`src/rtl/huffman_pkg.sv`:
```
// huffman_pkg -- shared definitions for the huffman_rank histogram/ranking block.
// Holds the frame FSM state encoding and the default parameter constants
// used by huffman_rank and huffman_argmax.
package huffman_pkg;

  // Default configuration: six symbols, 8-bit samples, 100 samples per frame.
  localparam int DEF_NUM_SYM = 6;
  localparam int DEF_DATA_W  = 8;
  localparam int DEF_TOTAL   = 100;
  localparam int DEF_CNT_W   = 8;

  // ACC collects samples into the histogram; SORT ranks the symbols.
  typedef enum logic [0:0] {
    ACC  = 1'b0,
    SORT = 1'b1
  } state_t;

  // Width of a symbol ID field (IDs run 1..n, so n itself must fit).
  function automatic int idx_width(input int n);
    return $clog2(n + 1);
  endfunction

endpackage

```
`src/rtl/huffman_argmax.sv`:
```
// huffman_argmax -- combinational selection of the unpicked symbol with the
// largest count. Ties resolve toward the lowest symbol index because a later
// candidate only replaces the current best when strictly larger.
// Ports:
//   counts  in   NUM_SYM*CNT_W  count of symbol index k in slice k
//   picked  in   NUM_SYM        bit k set when symbol index k is already ranked
//   sel     out  IDX_W          zero-based index of the selected symbol
module huffman_argmax #(
  parameter int NUM_SYM = 6,
  parameter int CNT_W   = 8,
  parameter int IDX_W   = 3
) (
  input  logic [NUM_SYM*CNT_W-1:0] counts,
  input  logic [NUM_SYM-1:0]       picked,
  output logic [IDX_W-1:0]         sel
);

  logic [CNT_W-1:0] best_s;
  logic             found_s;

  // Linear scan for the largest unpicked count, first occurrence wins.
  always_comb begin
    best_s  = '0;
    found_s = 1'b0;
    sel     = '0;
    for (int k = 0; k < NUM_SYM; k++) begin
      if (!picked[k] && (!found_s || (counts[k*CNT_W +: CNT_W] > best_s))) begin
        best_s  = counts[k*CNT_W +: CNT_W];
        sel     = IDX_W'(k);
        found_s = 1'b1;
      end else begin
        best_s  = best_s;
      end
    end
  end

endmodule

```
`src/rtl/huffman_rank.sv`:
```
// huffman_rank -- builds a per-frame histogram of symbols 1..NUM_SYM and then
// ranks the symbols by descending count (stable, lower ID first on ties).
// A frame closes on the TOTAL-th in-range sample; the following NUM_SYM cycles
// perform one selection per cycle, after which the block returns to collecting.
// Optional feature: define HUFF_OOR_CNT_EN to count (saturating) out-of-range
// samples seen while collecting; otherwise oor_cnt is tied to zero.
// Ports:
//   clk         in   1              clock, rising edge
//   reset       in   1              synchronous active-high reset
//   gray_valid  in   1              sample strobe
//   gray_data   in   DATA_W         symbol value
//   busy        out  1              samples ignored (not collecting)
//   CNT_valid   out  1              one-cycle pulse, cnt_flat holds a new histogram
//   cnt_flat    out  NUM_SYM*CNT_W  count of symbol k in slice k-1
//   sort_valid  out  1              one-cycle pulse, rank_flat is complete
//   rank_flat   out  NUM_SYM*IDX_W  rank r (0 = largest) holds symbol ID in slice r
//   oor_cnt     out  CNT_W          out-of-range sample count
module huffman_rank
  import huffman_pkg::*;
#(
  parameter int  NUM_SYM = DEF_NUM_SYM,
  parameter int  DATA_W  = DEF_DATA_W,
  parameter int  TOTAL   = DEF_TOTAL,
  parameter int  CNT_W   = DEF_CNT_W,
  localparam int IDX_W   = idx_width(NUM_SYM)
) (
  input  logic                     clk,
  input  logic                     reset,
  input  logic                     gray_valid,
  input  logic [DATA_W-1:0]        gray_data,
  output logic                     busy,
  output logic                     CNT_valid,
  output logic [NUM_SYM*CNT_W-1:0] cnt_flat,
  output logic                     sort_valid,
  output logic [NUM_SYM*IDX_W-1:0] rank_flat,
  output logic [CNT_W-1:0]         oor_cnt
);

  // A frame must be countable without wrapping any counter.
  if ((2 ** CNT_W) - 1 < TOTAL) begin : g_cnt_w_check
    $error("huffman_rank: CNT_W too narrow for TOTAL");
  end

  state_t                   state_r;
  logic [CNT_W-1:0]         counts_r [NUM_SYM];
  logic [CNT_W-1:0]         sample_cnt_r;
  logic [NUM_SYM-1:0]       picked_r;
  logic [IDX_W-1:0]         step_r;

  logic                     in_range_s;
  logic                     hit_s;
  logic                     last_s;
  logic [DATA_W-1:0]        sym_idx_s;
  logic [CNT_W-1:0]         cnt_inc_s [NUM_SYM];
  logic [NUM_SYM*CNT_W-1:0] counts_flat_s;
  logic [IDX_W-1:0]         pick_s;

  // Sample qualification and the histogram as it will be after this edge.
  always_comb begin
    in_range_s    = (gray_data >= DATA_W'(1)) && (gray_data <= DATA_W'(NUM_SYM));
    sym_idx_s     = gray_data - DATA_W'(1);
    hit_s         = gray_valid && in_range_s && (state_r == ACC);
    last_s        = hit_s && (sample_cnt_r == CNT_W'(TOTAL - 1));
    counts_flat_s = '0;
    for (int k = 0; k < NUM_SYM; k++) begin
      if (hit_s && (sym_idx_s == DATA_W'(k))) begin
        cnt_inc_s[k] = counts_r[k] + CNT_W'(1);
      end else begin
        cnt_inc_s[k] = counts_r[k];
      end
      counts_flat_s[k*CNT_W +: CNT_W] = counts_r[k];
    end
  end

  huffman_argmax #(
    .NUM_SYM (NUM_SYM),
    .CNT_W   (CNT_W),
    .IDX_W   (IDX_W)
  ) u_argmax (
    .counts (counts_flat_s),
    .picked (picked_r),
    .sel    (pick_s)
  );

  // Frame FSM: histogram accumulation, per-cycle ranking and output registers.
  always_ff @(posedge clk) begin
    if (reset) begin
      state_r      <= ACC;
      busy         <= 1'b0;
      CNT_valid    <= 1'b0;
      sort_valid   <= 1'b0;
      cnt_flat     <= '0;
      rank_flat    <= '0;
      sample_cnt_r <= '0;
      picked_r     <= '0;
      step_r       <= '0;
      for (int k = 0; k < NUM_SYM; k++) begin
        counts_r[k] <= '0;
      end
    end else begin
      CNT_valid  <= 1'b0;
      sort_valid <= 1'b0;
      case (state_r)
        ACC: begin
          if (hit_s) begin
            counts_r     <= cnt_inc_s;
            sample_cnt_r <= sample_cnt_r + CNT_W'(1);
          end
          if (last_s) begin
            // Publish the histogram including the closing sample.
            for (int k = 0; k < NUM_SYM; k++) begin
              cnt_flat[k*CNT_W +: CNT_W] <= cnt_inc_s[k];
            end
            CNT_valid <= 1'b1;
            busy      <= 1'b1;
            step_r    <= '0;
            state_r   <= SORT;
          end
        end
        SORT: begin
          for (int r = 0; r < NUM_SYM; r++) begin
            if (step_r == IDX_W'(r)) begin
              rank_flat[r*IDX_W +: IDX_W] <= pick_s + IDX_W'(1);
            end
          end
          for (int k = 0; k < NUM_SYM; k++) begin
            if (pick_s == IDX_W'(k)) begin
              picked_r[k] <= 1'b1;
            end
          end
          if (step_r == IDX_W'(NUM_SYM - 1)) begin
            // Last rank written: clear frame state and resume collecting.
            sort_valid   <= 1'b1;
            busy         <= 1'b0;
            sample_cnt_r <= '0;
            picked_r     <= '0;
            step_r       <= '0;
            state_r      <= ACC;
            for (int k = 0; k < NUM_SYM; k++) begin
              counts_r[k] <= '0;
            end
          end else begin
            step_r <= step_r + IDX_W'(1);
          end
        end
        default: begin
          state_r <= ACC;
          busy    <= 1'b0;
        end
      endcase
    end
  end

`ifdef HUFF_OOR_CNT_EN
  logic [CNT_W-1:0] oor_cnt_r;

  // Saturating count of out-of-range samples while collecting, per frame.
  always_ff @(posedge clk) begin
    if (reset) begin
      oor_cnt_r <= '0;
    end else if ((state_r == SORT) && (step_r == IDX_W'(NUM_SYM - 1))) begin
      oor_cnt_r <= '0;
    end else if (gray_valid && !in_range_s && (state_r == ACC) && (oor_cnt_r != '1)) begin
      oor_cnt_r <= oor_cnt_r + CNT_W'(1);
    end
  end

  assign oor_cnt = oor_cnt_r;
`else
  assign oor_cnt = '0;
`endif

endmodule

```
`config.mk`:
```
export PLATFORM = sky130hd
export DESIGN_NAME = huffman_rank
export DESIGN_NICKNAME = d
export VERILOG_FILES = /design/src/rtl/huffman_pkg.sv /design/src/rtl/huffman_argmax.sv /design/src/rtl/huffman_rank.sv
export SDC_FILE = /design/constraint.sdc
export NUM_CORES = 1
export LEC_CHECK = 0
export BUFFER_PORTS_ARGS = -buffer_cell sky130_fd_sc_hd__buf_2
export CORE_UTILIZATION = 53
export DETAILED_ROUTE_END_ITERATION = 12
export PLACE_DENSITY = 0.75
export SLEW_MARGIN = 20
export SYNTH_ARGS = -nofsm -noshare
export SYNTH_HDL_FRONTEND = slang
export SYNTH_SLANG_ARGS = --single-unit
```
`constraint.sdc`:
```
create_clock -name clk -period 10 [get_ports clk]
set_input_delay 2 -clock clk [delete_from_list [all_inputs] [get_ports clk]]
set_output_delay 2 -clock clk [all_outputs]
set_load 0.03 [all_outputs]
```
==> impl_results.md, run 1 <==
- Cell occurring most often along the worst timing path: sky130_fd_sc_hd__ha_1
- Largest net degree at the start of global routing: ~100
- Synthesized area divided by synthesized cell count: 8.203 sq um
- Proportion of total power due to net switching: between 20% and 30%
- Clk network pwr share: between 50% and 60%
- Pwr dens: around 140 mW/mm^2
- #FFs+latches synth: 135
- Data required time of the critical path: roughly 10 ns
- Mapped cell area: just under 0.008 sq mm
- Most numerous cell types in the synthesized netlist: sky130_fd_sc_hd__dfxtp_1 (135), sky130_fd_sc_hd__nor2_1 (100), sky130_fd_sc_hd__a21oi_1 (90)
- Io pins: 88
- Number of iterations in the first detailed-routing pass: 5
- Initial drt markers: about 620
- Run status: finished clean
- Most frequent cell after synthesis: sky130_fd_sc_hd__dfxtp_1
- HPWL Detailed: about 14 mm
- Total number of placement rows: 44
- Wirelength, routed: ~21 mm
- Switching power total: ~0.0003 W
- Sink Count: roughly 140
- Starting density of the core: a little over half
- Synthesized instance count: 960
- Setup-violating endpoint count in the final report: 0
- Power share of the combinational group: 3.4%
- Fraction of layout cells with a size suffix above 1: ~15%
- Clock tree root buffer cell: sky130_fd_sc_hd__clkbuf_16
- Proportion of power drawn by flip-flops and latches: a little over two fifths
- Leakage dissipation: approximately 3.5 nW
- Core area: between 0.01 and 0.015 sq mm
- Class of the tightest hold or removal check: reg2reg
- Clock-pin slew reported for the worst setup and hold paths after clock tree synthesis: about 0.06 ns
- NumNets Final: 1,068
- Via count of the first global-routing pass: about 6,300
- Area contributors post-synth: sky130_fd_sc_hd__dfxtp_1 (34%), sky130_fd_sc_hd__ha_1 (8.1%), sky130_fd_sc_hd__a21oi_1 (5.7%), sky130_fd_sc_hd__a211oi_1 (5.0%), sky130_fd_sc_hd__nor2_1 (4.8%)
- Wire length of the first global-routing pass: 32.76 mm
- Max incr delay on CP: 0.51 ns
- Total clock buffers created by CTS: 17
- CTS tree: done
- GRT Overall Usage: between 20% and 30%
- Signed area change from the synthesized netlist to the final layout: 13.54%
- ANT nets after route: 0
- Headroom to the max-slew limit: between 30% and 40%
- Max Root-Sink Buffers: 2
- Final worst path period need: between 8 and 9 ns
- Number of levels in the clock H-tree: 4
- Die Wd: 123.9 um
- Grt total ovfl: 0
- CP Data Arrival Time: 9.33 ns
- Register-to-Register Setup Slack: just over 1 ns
- Number of input and output port buffers inserted: 79
- TNS Setup: 0 ns
- Area of the die: 0.01535 sq mm
- Highest clock rate: approximately 110 MHz
- Filler cells: 1,295
- Final setup slack of the worst path: around 1.0 ns
- Cell Int Power: just under 0.001 W
- Most common flop cell mapped by yosys: sky130_fd_sc_hd__dfxtp_1
- Post-place setup slack: 0.7348 ns
- Warnings, synthesis: 0
- Via count: around 7,300
- Max cap viols: 0
- Critical path type: reg2reg
- Count of flip-flops with a built-in enable after synthesis: 0
- Worst vdd ir: between 0.1 and 0.15 mV
- Slew Limit Fails: 0
- Die height: about 120 um
- Largest fanout on the critical path: 26
- Routed length per instance: 17.32 um
- Clock latency on the worst-skew pair: roughly 0.43 ns
- Hold Fails Final Rpt: 0
- Actual transition at the worst max-transition pin: ~1.0 ns
- Critical path startpoint category: register
- Critical path's slowest cell: sky130_fd_sc_hd__a221oi_2
- Number of antenna violations at the first check in global routing: 0
- Fraction of post-synthesis cell area in the top cell type by area: ~34%
- Post-Route Skew: roughly 0.007 ns
- Antenna diode count: 0
- Post-route DRC: 0
- Endpoint class of the critical path: register
- Sequential element share of the synthesized area: approximately 34%
- Routability Congestion: between 0.9 and 1
- Portion of the clock cycle consumed by the worst path in the final layout: 89.90%
- Vias per cell: 6.042
- Distinct cells, synth: 74
- Largest area contributor in the netlist: sky130_fd_sc_hd__dfxtp_1
- Unrepaired setup endpoints after global routing: false
- Synth async-reset ratio: 0%
worst max-delay path, delay by kind of cell (launching register included):
kind	cells	cell delay (ns)
fa+ha+maj	6	1.72
compound gates	18	4.18
flops	1	0.45
mux	1	0.37
buf+inv	3	0.56
simple gates	9	1.62
registers in the layout, indices dropped and copies added (netlist names):
register	count
busy	1
state_r	1
picked_r	6
CNT_valid	1
sort_valid	1
rank_flat	18
cnt_flat	48
counts_flat_s	48
step_r	3
sample_cnt_r	8
layer usage:
layer	routed length (um)	share of wire [%]	track usage, %
met1	9594	46	37.30
met5	0	0	0
met3	1209	5.8	6.136
met2	9667	46	43.92
met4	368	1.8	8.705
power by group through the flow:
stage               sequential, W  clock, W  combinational (W)
finish                   0.000538  0.000691          0.0000432
global route             0.000538  0.000720          0.0000468
CTS                      0.000538  0.000697          0.0000422
detailed placement       0.000550         0          0.0000419
global placement         0.000550         0          0.0000418
floorplan                0.000550         0          0.0000331
layout make-up:
type,instances,area [sq um],share of cell area (%)
tap,184,230.2,2.575
timing repair buffer,86,447.9,5.010
clock inverter,15,217.7,2.435
sequential,135,2703,30.23
inverter,38,142.6,1.595
multi-input combinational,728,4775,53.40
clock buffer,17,425.4,4.758
final timing paths:
path,start,to,depth (start not counted)
worst min-delay path,picked_r[5]$_SDFFE_PP0P_,picked_r[5]$_SDFFE_PP0P_,1
worst min register to register,picked_r[5]$_SDFFE_PP0P_,picked_r[5]$_SDFFE_PP0P_,1
worst max register to register,picked_r[0]$_SDFFE_PP0P_,rank_flat[10]$_SDFFE_PP0P_,37
worst max-delay path,picked_r[0]$_SDFFE_PP0P_,rank_flat[10]$_SDFFE_PP0P_,37
cell usage in the layout, fill, tap and decap left out, types with 6 or more instances in the layout:
cell | netlist | final
sky130_fd_sc_hd__xnor2_1 | 21 | 21
sky130_fd_sc_hd__inv_1 | 38 | 38
sky130_fd_sc_hd__buf_2 | 17 | 79
sky130_fd_sc_hd__o211ai_1 | 14 | 14
sky130_fd_sc_hd__o21ai_0 | 46 | 46
sky130_fd_sc_hd__dfxtp_1 | 135 | 135
sky130_fd_sc_hd__and2_1 | 15 | 15
sky130_fd_sc_hd__a31oi_1 | 25 | 25
sky130_fd_sc_hd__a211oi_1 | 52 | 52
sky130_fd_sc_hd__nor2b_1 | 6 | 6
sky130_fd_sc_hd__nand2_1 | 59 | 59
sky130_fd_sc_hd__nor3_1 | 13 | 13
sky130_fd_sc_hd__mux2i_1 | 9 | 9
sky130_fd_sc_hd__ha_1 | 51 | 51
sky130_fd_sc_hd__o21ai_1 | 14 | 13
sky130_fd_sc_hd__nand2b_1 | 18 | 18
sky130_fd_sc_hd__nor3b_1 | 7 | 7
sky130_fd_sc_hd__buf_4 | 9 | 7
sky130_fd_sc_hd__and3_1 | 17 | 17
sky130_fd_sc_hd__xor2_1 | 9 | 9
sky130_fd_sc_hd__conb_1 | 1 | 8
sky130_fd_sc_hd__a21oi_1 | 90 | 89
sky130_fd_sc_hd__clkbuf_16 | 0 | 17
sky130_fd_sc_hd__nor2_1 | 100 | 99
sky130_fd_sc_hd__or2_2 | 6 | 6
sky130_fd_sc_hd__nand4_1 | 26 | 26
sky130_fd_sc_hd__a41o_1 | 6 | 6
sky130_fd_sc_hd__nand3_1 | 18 | 18
kinds of logic after synthesis:
kind of cell | after synthesis | synth area share, %
XOR/XNOR | 30 | 3.337
AND/OR/NAND/NOR | 325 | 21.81
other | 1 | 0.04762
multiplexers | 10 | 1.287
adder cells (fa/ha/maj) | 51 | 8.103
buffers and inverters | 104 | 5.958
flip-flops | 135 | 34.32
AO/OA/AOI/OAI | 304 | 25.14
per-stage QoR:
| step | utilization (%) | cell area (sq um) | hold WS, ns | power (W) | instances |
|---|---|---|---|---|---|
| floorplan | - | 7901 | 0.4339 | 0.0005830 | 967 |
| detailed placement | 56.95 | 8277 | 0.4527 | 0.0005918 | 1171 |
| global placement | 56.93 | 8274 | 0.4535 | 0.0005917 | 1171 |
| global route | 61.52 | 8941 | 0.5134 | 0.001305 | 1203 |
| CTS | 61.37 | 8920 | 0.4760 | 0.001277 | 1203 |
| finish | 61.52 | 8941 | 0.4792 | 0.001273 | 1203 |
repair_timing:
item,in CTS,in global routing
hold buffers,0,0
endpoints found under the setup margin,0,15
endpoints found under the hold margin,0,0
resized for setup,0,4
setup buffers,0,0
Power figures use the tool's default switching activity.
==> run 2, diff against run 1 <==
--- a/config.mk
+++ b/config.mk
@@ -5,6 +5,7 @@
 export SDC_FILE = /design/constraint.sdc
 export NUM_CORES = 1
 export LEC_CHECK = 0
+export ABC_AREA = 1
 export BUFFER_PORTS_ARGS = -buffer_cell sky130_fd_sc_hd__buf_2
 export CORE_UTILIZATION = 53
 export DETAILED_ROUTE_END_ITERATION = 12
==> run 2 against run 1 <==
- clock skew rose by 0.00077 ns
- largest cell class unchanged
- the run now ends with DRC left
- synthesized cell count rose by 22%
- flip-flop and latch count did not move
- hold slack got worse by 0.015 ns
- setup slack improved by 0.70 ns
- sequential share of layout area fell by 0.20 points
- largest power group unchanged
- die area rose by 2.2%
==> impl_results.md, run 2 <==
- Sequential element share of the synthesized area: 33.56% (was 34.32%)
- Via count of the first global-routing pass: 6,746 (was 6,334)
- Unrepaired setup endpoints after global routing: false (unchanged)
- Pwr dens: 133.2 mW/mm^2 (was 142.3 mW/mm^2)
- Critical path startpoint category: register (unchanged)
- Highest clock rate: 120.7 MHz (was 111.2 MHz)
- Footprint of the multi-input gates: 0.004549 sq mm (was 0.004775 sq mm)
- Area of the die: 0.01569 sq mm (was 0.01535 sq mm)
- Number of iterations in the first detailed-routing pass: 9 (was 5)
- Most common cell after layout, fill and taps aside: sky130_fd_sc_hd__nand2_1 (was sky130_fd_sc_hd__dfxtp_1)
- Critical path's slowest cell: sky130_fd_sc_hd__ha_1 (was sky130_fd_sc_hd__a221oi_2)
- Count of flip-flops with a built-in enable after synthesis: 0 (unchanged)
- Area contributors post-synth: sky130_fd_sc_hd__dfxtp_1 (34%), sky130_fd_sc_hd__nand2_1 (14%), sky130_fd_sc_hd__ha_1 (7.9%), sky130_fd_sc_hd__a21oi_1 (7.6%), sky130_fd_sc_hd__inv_1 (5.7%) (was sky130_fd_sc_hd__dfxtp_1 (34%), sky130_fd_sc_hd__ha_1 (8.1%), sky130_fd_sc_hd__a21oi_1 (5.7%), sky130_fd_sc_hd__a211oi_1 (5.0%), sky130_fd_sc_hd__nor2_1 (4.8%))
- Die Wd: 125.3 um (was 123.9 um)
- Data required time of the critical path: 10.31 ns (was 10.34 ns)
- Synth async-reset ratio: 0% (unchanged)
- Final setup slack of the worst path: 1.714 ns (was 1.010 ns)
- Proportion of total power due to net switching: 23.65% (was 23.60%)
- Portion of the clock cycle consumed by the worst path in the final layout: 82.86% (was 89.90%)
- Clk network pwr share: 53.0% (was 54.3%)
- Total cell area at the placement stage: 0.008408 sq mm (was 0.008277 sq mm)
- Post-Route Skew: 0.007591 ns (was 0.006823 ns)
- Class of the tightest hold or removal check: reg2reg (unchanged)
- Max incr delay on CP: 0.39 ns (was 0.51 ns)
- Largest area contributor in the netlist: sky130_fd_sc_hd__dfxtp_1 (unchanged)
- GRT Overall Usage: 26.51% (was 27.70%)
- Largest fanout on the critical path: 16 (was 26)
- Total clock buffers created by CTS: 17 (unchanged)
- Mapped cell area: 0.008053 sq mm (was 0.007875 sq mm)
- Overall power: 0.001199 W (was 0.001273 W)
- Warnings, synthesis: 0 (unchanged)
- Leakage dissipation: 4.104 nW (was 3.481 nW)
- Cell occurring most often along the worst timing path: sky130_fd_sc_hd__nand2_1 (was sky130_fd_sc_hd__ha_1)
- Storage element area: 0.002703 sq mm (unchanged)
- Power share of the combinational group: 2.2% (was 3.4%)
- Antenna diode count: 0 (unchanged)
- Actual transition at the worst max-transition pin: 0.8974 ns (was 1.038 ns)
- ANT nets after route: 0 (unchanged)
- Signed area change from the synthesized netlist to the final layout: 11.78% (was 13.54%)
- Worst vdd ir: 0.1172 mV (was 0.1155 mV)
- Filler cells: 1,395 (was 1,295)
- Most numerous cell types in the synthesized netlist: sky130_fd_sc_hd__nand2_1 (300), sky130_fd_sc_hd__dfxtp_1 (135), sky130_fd_sc_hd__a21oi_1 (123), sky130_fd_sc_hd__inv_1 (123), sky130_fd_sc_hd__nand3_1 (88) (was sky130_fd_sc_hd__dfxtp_1 (135), sky130_fd_sc_hd__nor2_1 (100), sky130_fd_sc_hd__a21oi_1 (90))
- Max Root-Sink Buffers: 2 (unchanged)
- Clock-pin slew reported for the worst setup and hold paths after clock tree synthesis: 0.07 ns (was 0.06 ns)
- Number of post-CTS setup repair buffers: 0 (unchanged)
- Grt total ovfl: 0 (unchanged)
- Wire length of the first global-routing pass: 33.47 mm (was 32.76 mm)
- Max cap viols: 0 (unchanged)
- Most common flop cell mapped by yosys: sky130_fd_sc_hd__dfxtp_1 (unchanged)
- Proportion of power drawn by flip-flops and latches: 44.9% (was 42.3%)
- Initial drt markers: 564 (was 619)
- Synthesized instance count: 1,167 (was 960)
- Post-route DRC: 4 (was 0)
- Starting density of the core: 54.78% (was 54.18%)
- Headroom to the max-slew limit: 40.09% (was 30.61%)
- Most frequent cells in the layout: sky130_fd_sc_hd__nand2_1 (300), sky130_fd_sc_hd__dfxtp_1 (135), sky130_fd_sc_hd__a21oi_1 (123) (was sky130_fd_sc_hd__dfxtp_1 (135), sky130_fd_sc_hd__nor2_1 (99), sky130_fd_sc_hd__a21oi_1 (89))
- Number of antenna violations at the first check in global routing: 0 (unchanged)
- Run status: complete, but fails checks (was finished clean)
- Number of levels in the clock H-tree: 4 (unchanged)
- Die height: 125.3 um (was 123.9 um)
- CP Data Arrival Time: 8.59 ns (was 9.33 ns)
- Critical path type: reg2reg (unchanged)
- Synthesized area divided by synthesized cell count: 6.900 sq um (was 8.203 sq um)
- Routability Congestion: 0.9019 (was 0.9370)
- Setup-violating endpoint count in the final report: 0 (unchanged)
- Violations in the final reports: DRC
- Sink Count: 135 (unchanged)
- Core area: 0.01470 sq mm (was 0.01453 sq mm)
- Wirelength, routed: 19.86 mm (was 20.84 mm)
- TNS Setup: 0 ns (unchanged)
- CTS tree: done (unchanged)
- Final worst path period need: 8.286 ns (was 8.990 ns)
- Post-place setup slack: 1.746 ns (was 0.7348 ns)
- Via count: 7,590 (was 7,269)
- Switching power total: 0.0002835 W (was 0.0003004 W)
- Total number of placement rows: 44 (unchanged)
- Clock latency on the worst-skew pair: 0.43 ns (about the same)
- Final standard cell area without fillers: 0.009001 sq mm (was 0.008941 sq mm)
- Cell Int Power: 0.0009154 W (was 0.0009722 W)
- HPWL Detailed: 13.80 mm (was 14.27 mm)
- #FFs+latches synth: 135 (unchanged)
- Hold Fails Final Rpt: 0 (unchanged)
- Distinct cells, synth: 47 (was 74)
- Clock tree root buffer cell: sky130_fd_sc_hd__clkbuf_16 (unchanged)
- Most frequent cell after synthesis: sky130_fd_sc_hd__nand2_1 (was sky130_fd_sc_hd__dfxtp_1)
- Resize count post-CTS: 0 (unchanged)
- Endpoint class of the critical path: register (unchanged)
- Largest net degree at the start of global routing: 77 (was 99)
- Slew Limit Fails: 0 (unchanged)
- Routed length per instance: 13.96 um (was 17.32 um)
- Hold-fix buffers, CTS: 0 (unchanged)
- Io pins: 88 (unchanged)
- Vias per cell: 5.334 (was 6.042)
- NumNets Final: 1,288 (was 1,068)
- Number of input and output port buffers inserted: 79 (unchanged)
- Fraction of layout cells with a size suffix above 1: 13.08% (was 15.11%)
- Fraction of post-synthesis cell area in the top cell type by area: 33.56% (was 34.32%)
## run 2: power by group through the flow
stage	combinational [W]	clock (W)	sequential, W
5_1_grt	0.0000282	0.000670	0.000537
4_1_cts	0.0000261	0.000642	0.000538
3_5_place_dp	0.0000260	0	0.000550
2_1_floorplan	0.0000210	0	0.000550
6_report	0.0000260	0.000635	0.000538
3_3_place_gp	0.0000259	0	0.000550
## run 2: cell families (layout without fill, tap and decap cells)
| family | after synthesis | after routing | share of synthesized area (%) |
|---|---|---|---|
| fa+ha+maj | 51 | 51 | 7.924 |
| xor+xnor | 30 | 30 | 3.263 |
| flops | 135 | 135 | 33.56 |
| other cells | 1 | 8 | 0.04657 |
| simple gates | 531 | 531 | 28.98 |
| buf+inv | 183 | 248 | 10.27 |
| compound gates | 236 | 236 | 15.96 |
## run 2: worst paths after layout
check	slack [ns]	end	from	depth (start not counted)
worst min register to register	0.46	picked_r[5]$_SDFFE_PP0P_	picked_r[5]$_SDFFE_PP0P_	2
worst max-delay path	1.71	rank_flat[17]$_SDFFE_PP0P_	counts_flat_s[5]$_SDFFE_PP0P_	60
worst max register to register	1.71	rank_flat[17]$_SDFFE_PP0P_	counts_flat_s[5]$_SDFFE_PP0P_	60
worst min-delay path	0.46	picked_r[5]$_SDFFE_PP0P_	picked_r[5]$_SDFFE_PP0P_	2
## run 2: routing by layer
layer | global-route usage [%] | share of wire [%]
met3 | 5.263 | 5.1
met4 | 7.819 | 1.5
met1 | 35.71 | 48
met5 | 0 | 0
met2 | 42.89 | 46
## run 2: through the flow
stage	cells	utilization [%]	hold WS, ns
after floorplan	1174	-	0.4359
after global placement	1391	57.20	0.4500
after detailed placement	1391	57.20	0.4506
after CTS	1423	61.24	0.4591
after global routing	1423	61.24	0.4854
final	1423	61.24	0.4641
## run 2: layout make-up
cell class / instances / area share (%)
Inverter: 135 / 5.727
Clock buffer: 17 / 4.726
Tap cell: 184 / 2.558
Timing Repair Buffer: 81 / 4.559
Clock inverter: 15 / 1.863
Multi-Input combinational cell: 856 / 50.54
Sequential cell: 135 / 30.03
## run 2: critical path, delay by kind of cell (launching register included)
kind,cells,cell delay [ns]
AO/OA/AOI/OAI,7,0.98
buffers and inverters,8,0.88
flip-flops,1,0.36
AND/OR/NAND/NOR,39,4.12
adder cells (fa/ha/maj),6,1.82
